--- src/rtl/pipe_ctrl_pkg.sv ---
// -----------------------------------------------------------------------------
// pipe_ctrl_pkg
// Shared definitions for the pipeline stall/flush controller: controller FSM
// state encoding, pipeline register index constants and default bus widths.
// -----------------------------------------------------------------------------
package pipe_ctrl_pkg;

   // Default PC and register-address widths of the core.
   localparam int unsigned ADDR_WIDTH  = 32;
   localparam int unsigned RADDR_WIDTH = 5;

   // Pipeline register indices as seen on stall_o / flush_o / valid_o.
   localparam int unsigned STG_PC     = 0;
   localparam int unsigned STG_IFID   = 1;
   localparam int unsigned STG_IDEXE  = 2;
   localparam int unsigned STG_EXEMEM = 3;
   localparam int unsigned STG_MEMWB  = 4;

   typedef enum logic [0:0] {
      StRun     = 1'b0,
      StMemWait = 1'b1
   } state_e;

endpackage

--- src/rtl/pipe_ctrl_if.sv ---
// -----------------------------------------------------------------------------
// pipe_ctrl_if
// Bundle of every signal exchanged between the core pipeline and pipe_ctrl.
//   master : pipeline side (drives hazard/branch/memory status, receives controls)
//   slave  : controller side (pipe_ctrl)
// -----------------------------------------------------------------------------
interface pipe_ctrl_if #(
   parameter int unsigned STAGES      = 5,
   parameter int unsigned ADDR_WIDTH  = 32,
   parameter int unsigned RADDR_WIDTH = 5,
   parameter int unsigned CNT_WIDTH   = 16
);

   // Pipeline status into the controller.
   logic                   id_reg1_re_i;
   logic [RADDR_WIDTH-1:0] id_reg1_raddr_i;
   logic                   id_reg2_re_i;
   logic [RADDR_WIDTH-1:0] id_reg2_raddr_i;
   logic                   exe_is_load_i;
   logic                   exe_reg_we_i;
   logic [RADDR_WIDTH-1:0] exe_reg_waddr_i;
   logic                   branch_taken_i;
   logic [ADDR_WIDTH-1:0]  branch_target_i;
   logic                   mem_busy_i;

   // Controls and status back to the pipeline.
   logic [STAGES-1:0]      stall_o;
   logic [STAGES-1:0]      flush_o;
   logic                   pc_we_o;
   logic [ADDR_WIDTH-1:0]  pc_o;
   logic [STAGES-1:0]      valid_o;
   logic [CNT_WIDTH-1:0]   stall_cnt_o;
   logic [CNT_WIDTH-1:0]   flush_cnt_o;
   logic                   err_o;

   modport master (
      output id_reg1_re_i, id_reg1_raddr_i, id_reg2_re_i, id_reg2_raddr_i,
      output exe_is_load_i, exe_reg_we_i, exe_reg_waddr_i,
      output branch_taken_i, branch_target_i, mem_busy_i,
      input  stall_o, flush_o, pc_we_o, pc_o, valid_o,
      input  stall_cnt_o, flush_cnt_o, err_o
   );

   modport slave (
      input  id_reg1_re_i, id_reg1_raddr_i, id_reg2_re_i, id_reg2_raddr_i,
      input  exe_is_load_i, exe_reg_we_i, exe_reg_waddr_i,
      input  branch_taken_i, branch_target_i, mem_busy_i,
      output stall_o, flush_o, pc_we_o, pc_o, valid_o,
      output stall_cnt_o, flush_cnt_o, err_o
   );

endinterface

--- src/rtl/pipe_ctrl_hazard_det.sv ---
// -----------------------------------------------------------------------------
// pipe_ctrl_hazard_det
// Purely combinational load-use comparator: flags when the instruction in ID
// reads a register that the load currently in EXE will write.
//   i_rs1_re / i_rs1_raddr   : ID source 1 read enable / address
//   i_rs2_re / i_rs2_raddr   : ID source 2 read enable / address
//   i_exe_is_load            : EXE holds a load
//   i_exe_reg_we / _waddr    : EXE register-file write enable / destination
//   o_load_use               : hazard present
// -----------------------------------------------------------------------------
module pipe_ctrl_hazard_det #(
   parameter int unsigned RADDR_WIDTH = 5
) (
   input  logic                   i_rs1_re,
   input  logic [RADDR_WIDTH-1:0] i_rs1_raddr,
   input  logic                   i_rs2_re,
   input  logic [RADDR_WIDTH-1:0] i_rs2_raddr,
   input  logic                   i_exe_is_load,
   input  logic                   i_exe_reg_we,
   input  logic [RADDR_WIDTH-1:0] i_exe_reg_waddr,
   output logic                   o_load_use
);

   logic w_rs1_hit;
   logic w_rs2_hit;
   logic w_dst_live;

   // x0 is hardwired to zero, so a load targeting it never produces data.
   assign w_dst_live = i_exe_is_load & i_exe_reg_we & (i_exe_reg_waddr != '0);
   assign w_rs1_hit  = i_rs1_re & (i_rs1_raddr == i_exe_reg_waddr);
   assign w_rs2_hit  = i_rs2_re & (i_rs2_raddr == i_exe_reg_waddr);
   assign o_load_use = w_dst_live & (w_rs1_hit | w_rs2_hit);

endmodule

--- src/rtl/pipe_ctrl.sv ---
// -----------------------------------------------------------------------------
// pipe_ctrl
// Stall/flush controller for the in-order pipeline (PC, IF/ID, ID/EXE, ...).
// Priority of responses: memory busy > taken branch > load-use hazard.
//   clk_i   : clock, rising edge
//   rst_i   : asynchronous active-low reset
//   bus_io  : pipe_ctrl_if.slave
//             in : ID read ports, EXE load/write info, branch, mem_busy_i
//             out: stall_o, flush_o, pc_we_o, pc_o (combinational),
//                  valid_o, stall_cnt_o, flush_cnt_o, err_o (registered)
// -----------------------------------------------------------------------------
module pipe_ctrl #(
   parameter int unsigned STAGES      = 5,
   parameter int unsigned BR_REG      = 2,
   parameter int unsigned ADDR_WIDTH  = 32,
   parameter int unsigned RADDR_WIDTH = 5,
   parameter int unsigned TIMEOUT     = 255,
   parameter int unsigned CNT_WIDTH   = 16
) (
   input  logic       clk_i,
   input  logic       rst_i,
   pipe_ctrl_if.slave bus_io
);

   import pipe_ctrl_pkg::*;

   localparam int unsigned         TW     = $clog2(TIMEOUT + 1);
   localparam logic [TW-1:0]       TO_MAX = TW'(TIMEOUT);
   localparam logic [CNT_WIDTH-1:0] CNT_MAX = '1;

   state_e                 r_state_q, w_state_d;
   logic [TW-1:0]          r_to_cnt_q, w_to_cnt_d;
   logic                   r_err_q, w_err_d;
   logic [STAGES-1:0]      r_valid_q, w_valid_d;
   logic [CNT_WIDTH-1:0]   r_stall_cnt_q, w_stall_cnt_d;
   logic [CNT_WIDTH-1:0]   r_flush_cnt_q, w_flush_cnt_d;

   logic                   w_load_use;
   logic [STAGES-1:0]      w_stall;
   logic [STAGES-1:0]      w_flush;
   logic                   w_pc_we;
   logic [ADDR_WIDTH-1:0]  w_pc;
   logic [STAGES-1:0]      w_fill;

   pipe_ctrl_hazard_det #(
      .RADDR_WIDTH (RADDR_WIDTH)
   ) u_hazard_det (
      .i_rs1_re        (bus_io.id_reg1_re_i),
      .i_rs1_raddr     (bus_io.id_reg1_raddr_i),
      .i_rs2_re        (bus_io.id_reg2_re_i),
      .i_rs2_raddr     (bus_io.id_reg2_raddr_i),
      .i_exe_is_load   (bus_io.exe_is_load_i),
      .i_exe_reg_we    (bus_io.exe_reg_we_i),
      .i_exe_reg_waddr (bus_io.exe_reg_waddr_i),
      .o_load_use      (w_load_use)
   );

   // Pipeline controls. Reset forces every register to a bubble.
   always_comb begin
      w_stall = '0;
      w_flush = '0;
      w_pc_we = 1'b0;
      w_pc    = '0;
      if (!rst_i) begin
         w_flush = '1;
      end else if (bus_io.mem_busy_i) begin
         // Freeze everything up to MEM; the last register drains as a bubble.
         // A pending branch stays frozen in EXE and redirects once RAM is done.
         w_stall[STAGES-2:0] = '1;
         w_flush[STAGES-1]   = 1'b1;
      end else if (bus_io.branch_taken_i) begin
         // Wrong-path instructions behind the branch are squashed, which also
         // removes any load-use consumer, so the hazard is ignored here.
         w_pc_we           = 1'b1;
         w_pc              = bus_io.branch_target_i;
         w_flush[BR_REG:1] = '1;
      end else if (w_load_use) begin
         w_stall[STG_IFID:STG_PC] = '1;
         w_flush[STG_IDEXE]       = 1'b1;
      end
   end

   assign bus_io.stall_o = w_stall;
   assign bus_io.flush_o = w_flush;
   assign bus_io.pc_we_o = w_pc_we;
   assign bus_io.pc_o    = w_pc;

   // Memory-wait FSM and timeout; the counter value equals the number of
   // consecutive busy cycles seen so far.
   always_comb begin
      w_state_d  = r_state_q;
      w_to_cnt_d = r_to_cnt_q;
      w_err_d    = r_err_q;
      unique case (r_state_q)
         StRun: begin
            if (bus_io.mem_busy_i) begin
               w_state_d  = StMemWait;
               w_to_cnt_d = TW'(1);
            end
         end
         StMemWait: begin
            if (!bus_io.mem_busy_i) begin
               w_state_d = StRun;
            end else if (r_to_cnt_q != TO_MAX) begin
               w_to_cnt_d = r_to_cnt_q + TW'(1);
            end
         end
         default: w_state_d = StRun;
      endcase
      if (bus_io.mem_busy_i && (w_to_cnt_d == TO_MAX)) begin
         w_err_d = 1'b1;
      end
   end

   // Valid bits advance one register per cycle unless held or squashed.
   assign w_fill = {r_valid_q[STAGES-2:0], 1'b1};

   always_comb begin
      w_valid_d = r_valid_q;
      for (int i = 0; i < STAGES; i++) begin
         if (w_flush[i]) begin
            w_valid_d[i] = 1'b0;
         end else if (!w_stall[i]) begin
            w_valid_d[i] = w_fill[i];
         end
      end
   end

   // Saturating performance counters.
   always_comb begin
      w_stall_cnt_d = r_stall_cnt_q;
      w_flush_cnt_d = r_flush_cnt_q;
      if ((|w_stall) && (r_stall_cnt_q != CNT_MAX)) begin
         w_stall_cnt_d = r_stall_cnt_q + CNT_WIDTH'(1);
      end
      if (w_pc_we && (r_flush_cnt_q != CNT_MAX)) begin
         w_flush_cnt_d = r_flush_cnt_q + CNT_WIDTH'(1);
      end
   end

   always_ff @(posedge clk_i or negedge rst_i) begin
      if (!rst_i) begin
         r_state_q     <= StRun;
         r_to_cnt_q    <= '0;
         r_err_q       <= 1'b0;
         r_valid_q     <= '0;
         r_stall_cnt_q <= '0;
         r_flush_cnt_q <= '0;
      end else begin
         r_state_q     <= w_state_d;
         r_to_cnt_q    <= w_to_cnt_d;
         r_err_q       <= w_err_d;
         r_valid_q     <= w_valid_d;
         r_stall_cnt_q <= w_stall_cnt_d;
         r_flush_cnt_q <= w_flush_cnt_d;
      end
   end

   assign bus_io.valid_o     = r_valid_q;
   assign bus_io.stall_cnt_o = r_stall_cnt_q;
   assign bus_io.flush_cnt_o = r_flush_cnt_q;
   assign bus_io.err_o       = r_err_q;

endmodule

--- src/flat_wrapper.sv ---
// flat-port wrapper written by rule: the top's interface ports become plain ports
module pipe_ctrl_flat import pipe_ctrl_pkg::*;
#(
   parameter int unsigned STAGES      = 5,
   parameter int unsigned BR_REG      = 2,
   parameter int unsigned ADDR_WIDTH  = 32,
   parameter int unsigned RADDR_WIDTH = 5,
   parameter int unsigned TIMEOUT     = 255,
   parameter int unsigned CNT_WIDTH   = 16
)
  (clk_i, rst_i, bus_io_id_reg1_re_i, bus_io_id_reg1_raddr_i, bus_io_id_reg2_re_i, bus_io_id_reg2_raddr_i, bus_io_exe_is_load_i, bus_io_exe_reg_we_i, bus_io_exe_reg_waddr_i, bus_io_branch_taken_i, bus_io_branch_target_i, bus_io_mem_busy_i, bus_io_stall_o, bus_io_flush_o, bus_io_pc_we_o, bus_io_pc_o, bus_io_valid_o, bus_io_stall_cnt_o, bus_io_flush_cnt_o, bus_io_err_o);
  pipe_ctrl_if #(.STAGES(STAGES), .ADDR_WIDTH(ADDR_WIDTH), .RADDR_WIDTH(RADDR_WIDTH), .CNT_WIDTH(CNT_WIDTH)) bus_io_i ();
  input  logic clk_i;
  input  logic rst_i;
  input wire logic [$bits(bus_io_i.id_reg1_re_i)-1:0] bus_io_id_reg1_re_i;
  input wire logic [$bits(bus_io_i.id_reg1_raddr_i)-1:0] bus_io_id_reg1_raddr_i;
  input wire logic [$bits(bus_io_i.id_reg2_re_i)-1:0] bus_io_id_reg2_re_i;
  input wire logic [$bits(bus_io_i.id_reg2_raddr_i)-1:0] bus_io_id_reg2_raddr_i;
  input wire logic [$bits(bus_io_i.exe_is_load_i)-1:0] bus_io_exe_is_load_i;
  input wire logic [$bits(bus_io_i.exe_reg_we_i)-1:0] bus_io_exe_reg_we_i;
  input wire logic [$bits(bus_io_i.exe_reg_waddr_i)-1:0] bus_io_exe_reg_waddr_i;
  input wire logic [$bits(bus_io_i.branch_taken_i)-1:0] bus_io_branch_taken_i;
  input wire logic [$bits(bus_io_i.branch_target_i)-1:0] bus_io_branch_target_i;
  input wire logic [$bits(bus_io_i.mem_busy_i)-1:0] bus_io_mem_busy_i;
  output wire logic [$bits(bus_io_i.stall_o)-1:0] bus_io_stall_o;
  output wire logic [$bits(bus_io_i.flush_o)-1:0] bus_io_flush_o;
  output wire logic [$bits(bus_io_i.pc_we_o)-1:0] bus_io_pc_we_o;
  output wire logic [$bits(bus_io_i.pc_o)-1:0] bus_io_pc_o;
  output wire logic [$bits(bus_io_i.valid_o)-1:0] bus_io_valid_o;
  output wire logic [$bits(bus_io_i.stall_cnt_o)-1:0] bus_io_stall_cnt_o;
  output wire logic [$bits(bus_io_i.flush_cnt_o)-1:0] bus_io_flush_cnt_o;
  output wire logic [$bits(bus_io_i.err_o)-1:0] bus_io_err_o;
  assign bus_io_i.id_reg1_re_i = bus_io_id_reg1_re_i;
  assign bus_io_i.id_reg1_raddr_i = bus_io_id_reg1_raddr_i;
  assign bus_io_i.id_reg2_re_i = bus_io_id_reg2_re_i;
  assign bus_io_i.id_reg2_raddr_i = bus_io_id_reg2_raddr_i;
  assign bus_io_i.exe_is_load_i = bus_io_exe_is_load_i;
  assign bus_io_i.exe_reg_we_i = bus_io_exe_reg_we_i;
  assign bus_io_i.exe_reg_waddr_i = bus_io_exe_reg_waddr_i;
  assign bus_io_i.branch_taken_i = bus_io_branch_taken_i;
  assign bus_io_i.branch_target_i = bus_io_branch_target_i;
  assign bus_io_i.mem_busy_i = bus_io_mem_busy_i;
  assign bus_io_stall_o = bus_io_i.stall_o;
  assign bus_io_flush_o = bus_io_i.flush_o;
  assign bus_io_pc_we_o = bus_io_i.pc_we_o;
  assign bus_io_pc_o = bus_io_i.pc_o;
  assign bus_io_valid_o = bus_io_i.valid_o;
  assign bus_io_stall_cnt_o = bus_io_i.stall_cnt_o;
  assign bus_io_flush_cnt_o = bus_io_i.flush_cnt_o;
  assign bus_io_err_o = bus_io_i.err_o;
  pipe_ctrl #(.STAGES(STAGES), .BR_REG(BR_REG), .ADDR_WIDTH(ADDR_WIDTH), .RADDR_WIDTH(RADDR_WIDTH), .TIMEOUT(TIMEOUT), .CNT_WIDTH(CNT_WIDTH)) u_core (.clk_i(clk_i), .rst_i(rst_i), .bus_io(bus_io_i));
endmodule
--- config.mk ---
export PLATFORM = sky130hd
export DESIGN_NAME = pipe_ctrl_flat
export DESIGN_NICKNAME = d
export VERILOG_FILES = /design/src/rtl/pipe_ctrl_pkg.sv /design/src/rtl/pipe_ctrl_if.sv /design/src/rtl/pipe_ctrl_hazard_det.sv /design/src/rtl/pipe_ctrl.sv /design/src/flat_wrapper.sv
export SDC_FILE = /design/constraint.sdc
export NUM_CORES = 1
export LEC_CHECK = 0
export CAP_MARGIN = 5
export CORE_MARGIN = 2
export CORE_UTILIZATION = 41
export DETAILED_ROUTE_END_ITERATION = 12
export PLACE_DENSITY_LB_ADDON = 0.3
export RECOVER_POWER = 25
export SETUP_SLACK_MARGIN = 0.02
export SYNTH_ARGS = -nofsm -noshare
export SYNTH_HDL_FRONTEND = slang
export SYNTH_SLANG_ARGS = --single-unit
export TNS_END_PERCENT = 10
--- constraint.sdc ---
create_clock -name clk_i -period 4.5 [get_ports clk_i]
set_input_delay 1.35 -clock clk_i [delete_from_list [all_inputs] [get_ports clk_i]]
set_output_delay 1.35 -clock clk_i [all_outputs]
set_load 0.02 [all_outputs]
After elaboration in Yosys (flattened, before gate mapping):

Cells that the tools add are included.

* add/subtract/negate cells: 3
* equality and inequality tests: 10
* mux-type cells: 31
* bitwise operators: 7
* reductions and logical operators: 5

Operators with widths (number)
* $mux W32: 3
* $add A16 B1 Y16 const B: 2
* $ne A16 B16 Y1 const B: 2
* $mux W8: 3
* $mux W1: 17
* $pmux W8 S2: 1
* $mux W2: 6
* $eq A5 B5 Y1: 2
* $add A8 B1 Y8 const B: 1
* $eq A8 B8 Y1 const B: 1
* $ne A8 B8 Y1 const B: 1
* $and A1 B1 Y1: 5
* $reduce_bool A5 Y1: 1
* $mux W4: 1
* $ne A2 B1 Y1 const B: 2
* $ne A2 B2 Y1 const B: 2
* $reduce_or A4 Y1: 1
* $logic_and A1 B1 Y1: 3
* $not A1 Y1: 1
* $or A1 B1 Y1: 1

* bits in registers: 47
* input bits: 55
* output and inout bits: 81
* logic and storage cells: 66

Longest topological paths before layout:

Gate-level depths: netlist of the first run.

* depth after elaboration: 10
* gate-level depth with buffers: 8
* gate-level depth less buffers: 7

Hierarchy:

Synthesis of the first run repeated with hierarchy kept, for this count alone.

* cells, all modules: 284
* area total of the unflattened synthesis: 2697.6 um^2

Modules (own cells, without submodules)
* pipe_ctrl: instances 1, cells an instance 267, area each 2562.5 um^2, sequential area each 1176.1 um^2
* pipe_ctrl_hazard_det: instances 1, cells an instance 17, area each 135.1 um^2, sequential area each 0.0 um^2

Worst setup path after synthesis of the first run:

Ideal clock, no wire load.

* kind: input to output
* start: in bus_io_exe_reg_waddr_i[0]
* end: out bus_io_stall_o[1]
* arrival: 2.767 ns
* data required time: 3.150 ns
* path slack: 0.383 ns
* cell stages on the path: 6
* buffers on the path: 2
* cell sequence: or3_1 > o311a_1 > a21oi_4 > buf_6 > nor2_1 > buf_4

* longest elaborated chain between the ends: 8
* elaborated cells on any way between the ends: 12
* classes of those cells: eq/ne (2); mux (4); bitwise (5); reduce/logical (1)

RTL lines
* from (decl): line flat_wrapper.sv:21 `input wire logic [$bits(bus_io_i.exe_reg_waddr_i)-1:0] bus_io_exe_reg_waddr_i;`
* $eq A5 B5 Y1 (on tied branches): line pipe_ctrl_hazard_det.sv:30, pipe_ctrl_hazard_det.sv:31
* $and A1 B1 Y1 (on tied branches): line pipe_ctrl_hazard_det.sv:30, pipe_ctrl_hazard_det.sv:31
* $or A1 B1 Y1: line pipe_ctrl_hazard_det.sv:32 `assign o_load_use = w_dst_live & (w_rs1_hit | w_rs2_hit);`
* $and A1 B1 Y1 (*): line pipe_ctrl_hazard_det.sv:32
* $mux W2 (*): line pipe_ctrl.sv:77 `end else if (w_load_use) begin`
* $mux W2 (*): line pipe_ctrl.sv:71 `end else if (bus_io.branch_taken_i) begin`
* $mux W2 (*): line pipe_ctrl.sv:66 `end else if (bus_io.mem_busy_i) begin`
* $mux W4 (*): line pipe_ctrl.sv:64 `if (!rst_i) begin`
* to (decl): line flat_wrapper.sv:25 `output wire logic [$bits(bus_io_i.stall_o)-1:0] bus_io_stall_o;`

Mark *: on every way between the ends. The rest lies on a longest branch, timed or not.

Worst setup path after layout of the first run:

* start: in bus_io_exe_reg_waddr_i[0]
* end: out bus_io_stall_o[0]

The elaborated chain is that of the path after synthesis.

==> impl_metrics.ini, run 1 <==
[placed_design]
port_buffers = 134
place.gp.congestion = 0.875
post-place-ws_ps = -294
detailed_place_hpwl_mm = 5.96
dpl.cell_count = 496
dpl-instance-area_um2 = 4200

[routing]
dr.pass1.iters = 4
vias = 2657
vias_per_cell = 5.27
route.detailed.wl_per_inst_um = 14.8
drc = 0
antenna_left = 0
drt_iter0_markers = 69
drt-total-wl_mm = 7.48

[pwr]
share_comb_of_total_power_pct = 32.4
cellPowerDensity_nw_per_um2 = 302
p_clk_share_pct = 24.3
max-vdd-ir-drop_uv = 172
pwr-share-seq_pct = 43.3
netSwitchingPower_uw = 422
swShare_pct = 32.4
p_int_uw = 880
p_leak_uw = 0.00183

[setup_path]
required_ps = 3150
crit_path_max_incr_delay_ps = 420
worstPathCellList = clkdlybuf4s50_1, or3_1, o311a_4, a21oi_4, nor2_1, clkdlybuf4s15_2
reg2reg_from = u_core.bus_io.stall_cnt_o[0]
crit_path_end_kind = output pin
critical_path_class = in2out
arrival_ps = 3100
rrSetupSlack_ps = 2300
start_kind = input pin
critical_path.startpoint = bus_io_exe_reg_waddr_i[0]
cp_max_fo = 3
cp_slowest_cell = clkdlybuf4s50_1

[floorplanning]
rows = 29
core_area_um2 = 6420
ios = 136
die_h_um = 86.0
dieArea_um2 = 7390
start_util_pct = 42.9
die_x_um = 86.0

[logic_synthesis]
synthTopCellsByCount = dfrtp_1 (47), and2_1 (33), xor2_1 (20)
syn_nets = 346
synth_top_flop_cell = dfrtp_1
synth_area_per_cell_um2 = 9.56
synth_top_family_by_area = simple AND/OR/NAND/NOR gates
ys_seq_area_share_pct = 42.7
synth_top_area_share_pct = 42.7
synth-simple-area-share_pct = 26.9
synth_area_leaders = dfrtp_1 (43%), and2_1 (7.5%), xor2_1 (6.4%)
syn-instance-count = 288
synth_most_common_cell = dfrtp_1
async_reset_ff_share_pct = 100
synthMuxAreaShare_pct = 2.41
synth_xor_area_share_pct = 12.4
synth_warnings = 0
ys_ff_latch = 47
synthAdderAreaFrac_pct = 1.36
syn_area_um2 = 2750
synth_compound_area_share_pct = 9.86
synth_edf_count = 0
yosysTopAreaCell = dfrtp_1
ys_types = 53

[clock_network]
cts_tree = built
root_buffer = clkbuf_8
clockBufferDepth = 2
cts_buffers = 5
cts.sinks = 47
postCtsSetupBuffers = 0
clkTransAtPathRegs_ps = 90
h-tree-depth = 2
cts_hold_buf = 0
clk_latency_ps = 290

[flow_run]
cap_viol_max_count = 1

[cells_and_area]
multiInputGateArea_um2 = 1470
final_nets = 484
seqCellArea_um2 = 1180
drive_gt1_share_pct = 8.20
fillerInstances = 523
area_growth_pct = 56.5
fin_area_um2 = 4310
layout.cells.non_filler = 504
n_antenna_cell = 0

[timing]
skew_ps = 10.7
slew-limit-headroom_pct = -8.97
rsz0062_at_grt = true
period_share_pct = 98.9
postLayoutSetupSlackWorst_ps = 50.1
finalHoldViolCount = 0
fmax_mhz = 225
finalSetupViolations = 0
hold_ws_ps = 496
worstMarginPinSlew_ps = 1630
slew_violations = 32
fin_crit_ps = 4450

[grt]
grt_antenna_before_repair = 0
grt_max_degree = 36
grt-ovfl-total = 0
grtUsageTotal_pct = 19.9
grt_pass1_wl_mm = 12.0
grt_pass1_vias = 2664

[hold_path]
worstHoldStart = u_core.bus_io.stall_cnt_o[15]
min_path_type = reg2reg

[status]
status = complete, but fails checks
violations = capacitance limit, slew limit
[cells by family after synthesis]
group,Yosys count
AND/OR/NAND/NOR,135
flip-flops,47
XOR/XNOR,39
AO/OA/AOI/OAI,36
buffers and inverters,21
multiplexers,6
adder cells (fa/ha/maj),3
other,1
[power groups by stage]
stage	Sequential, uW	Clock [uW]	Combinational, uW
after floorplan	611	0	157
after global placement	569	0	418
after detailed placement	572	0	427
after CTS	564	325	428
after global routing	574	343	455
final	564	317	422
[layout by cell type, fill, tap and decap left out, drive strengths merged, types with 3 or more instances in the layout]
cell type,count
mux2i,4
inv,4
nor3,12
a21oi,11
nand4,13
buf,13
and2,33
dfrtp,47
nor2,18
nand3,19
and3,7
nand2,19
o21ai,4
nor4,3
xor2,20
ha,3
clkbuf,9
a31oi,5
xnor2,19
clkdlybuf4s50,129
[repair_timing]
| action | in CTS | in global routing |
|---|---|---|
| endpoints found under the setup margin | 3 | 3 |
| endpoints found under the hold margin | 0 | 0 |
| gates resized for setup | 11 | 2 |
| pin swaps | 1 | 0 |
[registers in the layout, indices dropped and copies added (netlist names)]
register	flops
u_core.bus_io.stall_cnt_o	16
u_core.r_state_q	1
u_core.r_to_cnt_q	8
u_core.bus_io.err_o	1
u_core.bus_io.flush_cnt_o	16
u_core.bus_io.valid_o	5
[through the flow]
step	setup TNS (ps)	utilization [%]	power [uW]
after CTS	0	67.2	1320
after detailed placement	-752	65.4	999
after global placement	-637	65.4	987
final	0	67.1	1300
after global routing	0	67.1	1370
after floorplan	0	-	768
[layer usage]
layer | GRT usage, % | wire, um | vias to the layer above
met3 | 6.26 | 643 | 2
met4 | 4.04 | 38 | 0
li1 | - | - | 1280
met5 | 0 | 0 | -
met1 | 23.3 | 2960 | 1252
met2 | 35.7 | 3840 | 123
[critical path: cells and delay by family]
kind,cells,cell delay [ps]
AO/OA/AOI/OAI,2,570
buffers and inverters,2,690
AND/OR/NAND/NOR,2,490
[final timing paths]
check,endpoint,depth (start not counted)
worst max-delay path,bus_io_stall_o[0],6
worst min-delay path,u_core.bus_io.stall_cnt_o[15],1
worst max register to register,u_core.bus_io.stall_cnt_o[1],7
worst min register to register,u_core.bus_io.stall_cnt_o[15],1
max in group asynchronous,u_core.bus_io.stall_cnt_o[6],2
min in group asynchronous,u_core.bus_io.valid_o[3],1
[area by class of cell]
class | count | area share (%)
clock buffer | 6 | 1.92
clock inverter | 2 | 0.813
inverter | 5 | 0.435
multi-input combinational | 220 | 34.2
sequential | 47 | 27.3
tap | 77 | 2.24
timing repair buffer | 147 | 33.1
Note: power is estimated with default switching activity, not from simulation.
==> run 2, diff against run 1 <==
--- a/config.mk
+++ b/config.mk
@@ -9,6 +9,8 @@
 export CORE_MARGIN = 2
 export CORE_UTILIZATION = 41
 export DETAILED_ROUTE_END_ITERATION = 12
+export GPL_ROUTABILITY_DRIVEN = 0
+export GPL_TIMING_DRIVEN = 0
 export PLACE_DENSITY_LB_ADDON = 0.3
 export RECOVER_POWER = 25
 export SETUP_SLACK_MARGIN = 0.02
==> run 2 against run 1 <==
The flow now finishes without violations. Sequential power is 1% lower. Power is 5.4% lower. Combinational power is 2% higher. Non-clock buffer count is 6 higher. Flip-flop and latch count stayed put. Final cell count is 1.2% higher. Largest power group unchanged.
==> impl_metrics.ini, run 2 (synthesis results as in run 1) <==
[routing]
drt-total-wl_mm = 7.42
vias_per_cell = 5.16
drt_iter0_markers = 93
vias = 2630
dr.pass1.iters = 4
route.detailed.wl_per_inst_um = 14.5
drc = 0
antenna_left = 0

[floorplanning]
rows = 29
start_util_pct = 42.9
die_x_um = 86.0
ios = 136
die_h_um = 86.0
dieArea_um2 = 7390
core_area_um2 = 6420

[hold_path]
worstHoldStart = u_core.bus_io.err_o
min_path_type = reg2reg
min_to = u_core.bus_io.err_o
worstHoldPathCells = 1

[clock_network]
clockBufferDepth = 2
h-tree-depth = 2
clk_latency_ps = 290
cts_tree = built
cts_hold_buf = 0
cts_buffers = 5
root_buffer = clkbuf_8
clkTransAtPathRegs_ps = 90
cts.sinks = 47

[pwr]
p_leak_uw = 0.00193
power.total_uw = 1230
cellPowerDensity_nw_per_um2 = 295
max-vdd-ir-drop_uv = 141

[placed_design]
port_buffers = 134
dpl-instance-area_um2 = 4210
detailed_place_hpwl_mm = 5.88

[grt]
grt_antenna_before_repair = 0
grt_max_degree = 39
grt_pass1_vias = 2634
grt-ovfl-total = 0
grt_pass1_wl_mm = 12.1
grtUsageTotal_pct = 20.4

[flow_run]
cap_viol_max_count = 0

[setup_path]
critical_path_buf_inv_count = 4
crit_family = buffers and inverters
r2r-end = u_core.bus_io.err_o
arrival_ps = 3060
ff2ff_path_depth = 7
required_ps = 3150
worstPathCellList = clkdlybuf4s50_1, xnor2_1, nand4_1, o22ai_2, a21oi_4, buf_6, nor2_1, buf_4, clkdlybuf4s15_2
crit_path_max_incr_delay_ps = 530
reg2reg_from = u_core.r_to_cnt_q[1]
start_kind = input pin
crit_path_end_kind = output pin
rrSetupSlack_ps = 2350
cp_max_fo = 3
cp_slowest_cell = clkdlybuf4s50_1
critical_path_class = in2out

[timing]
rsz0062_at_grt = true
fmax_mhz = 227
finalHoldViolCount = 0
fin_crit_ps = 4410
fin_tns_setup_ps = 0
finalSetupViolations = 0
hold_ws_ps = 476
slew_violations = 0
skew_ps = 11.7
period_share_pct = 98.0

[cells_and_area]
area_growth_pct = 51.6
fin_area_um2 = 4180
final_nets = 490
drive_gt1_share_pct = 15.9
n_antenna_cell = 0
layout_commonest_cell = clkdlybuf4s50_1
mostFrequentLayoutCells = clkdlybuf4s50_1 (93), dfrtp_1 (47), and2_1 (33), clkbuf_2 (31), xor2_1 (20)

[status]
status = finished clean
-- run 2: cell types whose count changed in the layout (fill, tap and decap cells not counted), sizes merged, moves of 2 or more --
cell           before  now
dlymetal6s2s        0    2
clkdlybuf4s50     129   93
buf                13   16
clkbuf              9   40
dlygate4sd2         1    6
clkdlybuf4s15       1    3
-- run 2: layer usage --
layer	global-route usage (%)	up-vias	part of all wire [%]
met4	4.04	0	0.69
met2	36.9	118	50
li1	-	1290	-
met1	22.6	1218	39
met3	7.80	4	10
met5	0	-	0
-- run 2: stage by stage --
stage | setup WS (ps) | utilization, % | std cells
2_1_floorplan | 383 | - | 288
3_3_place_gp | -1950 | 65.3 | 499
3_5_place_dp | -664 | 65.5 | 500
4_1_cts | 12.3 | 66.5 | 510
5_1_grt | -27.6 | 65.0 | 510
6_report | 87.8 | 65.0 | 510
-- run 2: worst max path at each step --
stage	from	depth (start not counted)	slack, ps	to
3_5_place_dp	bus_io_exe_reg_waddr_i[0]	8	-660	bus_io_stall_o[1]
4_1_cts	bus_io_mem_busy_i	6	10	bus_io_pc_o[1]
3_3_place_gp	rst_i	6	-1950	bus_io_pc_o[9]
2_1_floorplan	bus_io_exe_reg_waddr_i[0]	6	380	bus_io_stall_o[1]
6_report	bus_io_exe_reg_waddr_i[3]	9	90	bus_io_stall_o[1]
5_1_grt	bus_io_exe_reg_waddr_i[3]	9	-30	bus_io_stall_o[1]
-- run 2: worst reg2reg max path: cells and delay by family (launching register included) --
kind | cells | cell delay (ps)
DFF | 1 | 480
and+or+nand+nor | 4 | 820
AOI/OAI and AO/OA | 2 | 410
adders and majority gates | 1 | 320
-- run 2: where the power goes --
| part | switching [uW] | internal, uW |
|---|---|---|
| registers | 79.6 | 478 |
| logic | 209 | 219 |
| clock network | 137 | 109 |
-- run 2: area by class of cell --
cell class	count	area, um^2
fill	560	2250
multi-input combinational	220	1470
timing repair buffer	137	1230
sequential	47	1180
buffer	16	103
tap	77	96.3
clock buffer	7	76.3
inverter	5	21.3
clock inverter	1	5.00
-- run 2: timing repair --
item	4_1_cts	5_1_grt
setup endpoints to repair	39	35
gates resized for setup	51	61
cloned	0	0
pin swaps	3	1
setup buffers	2	0
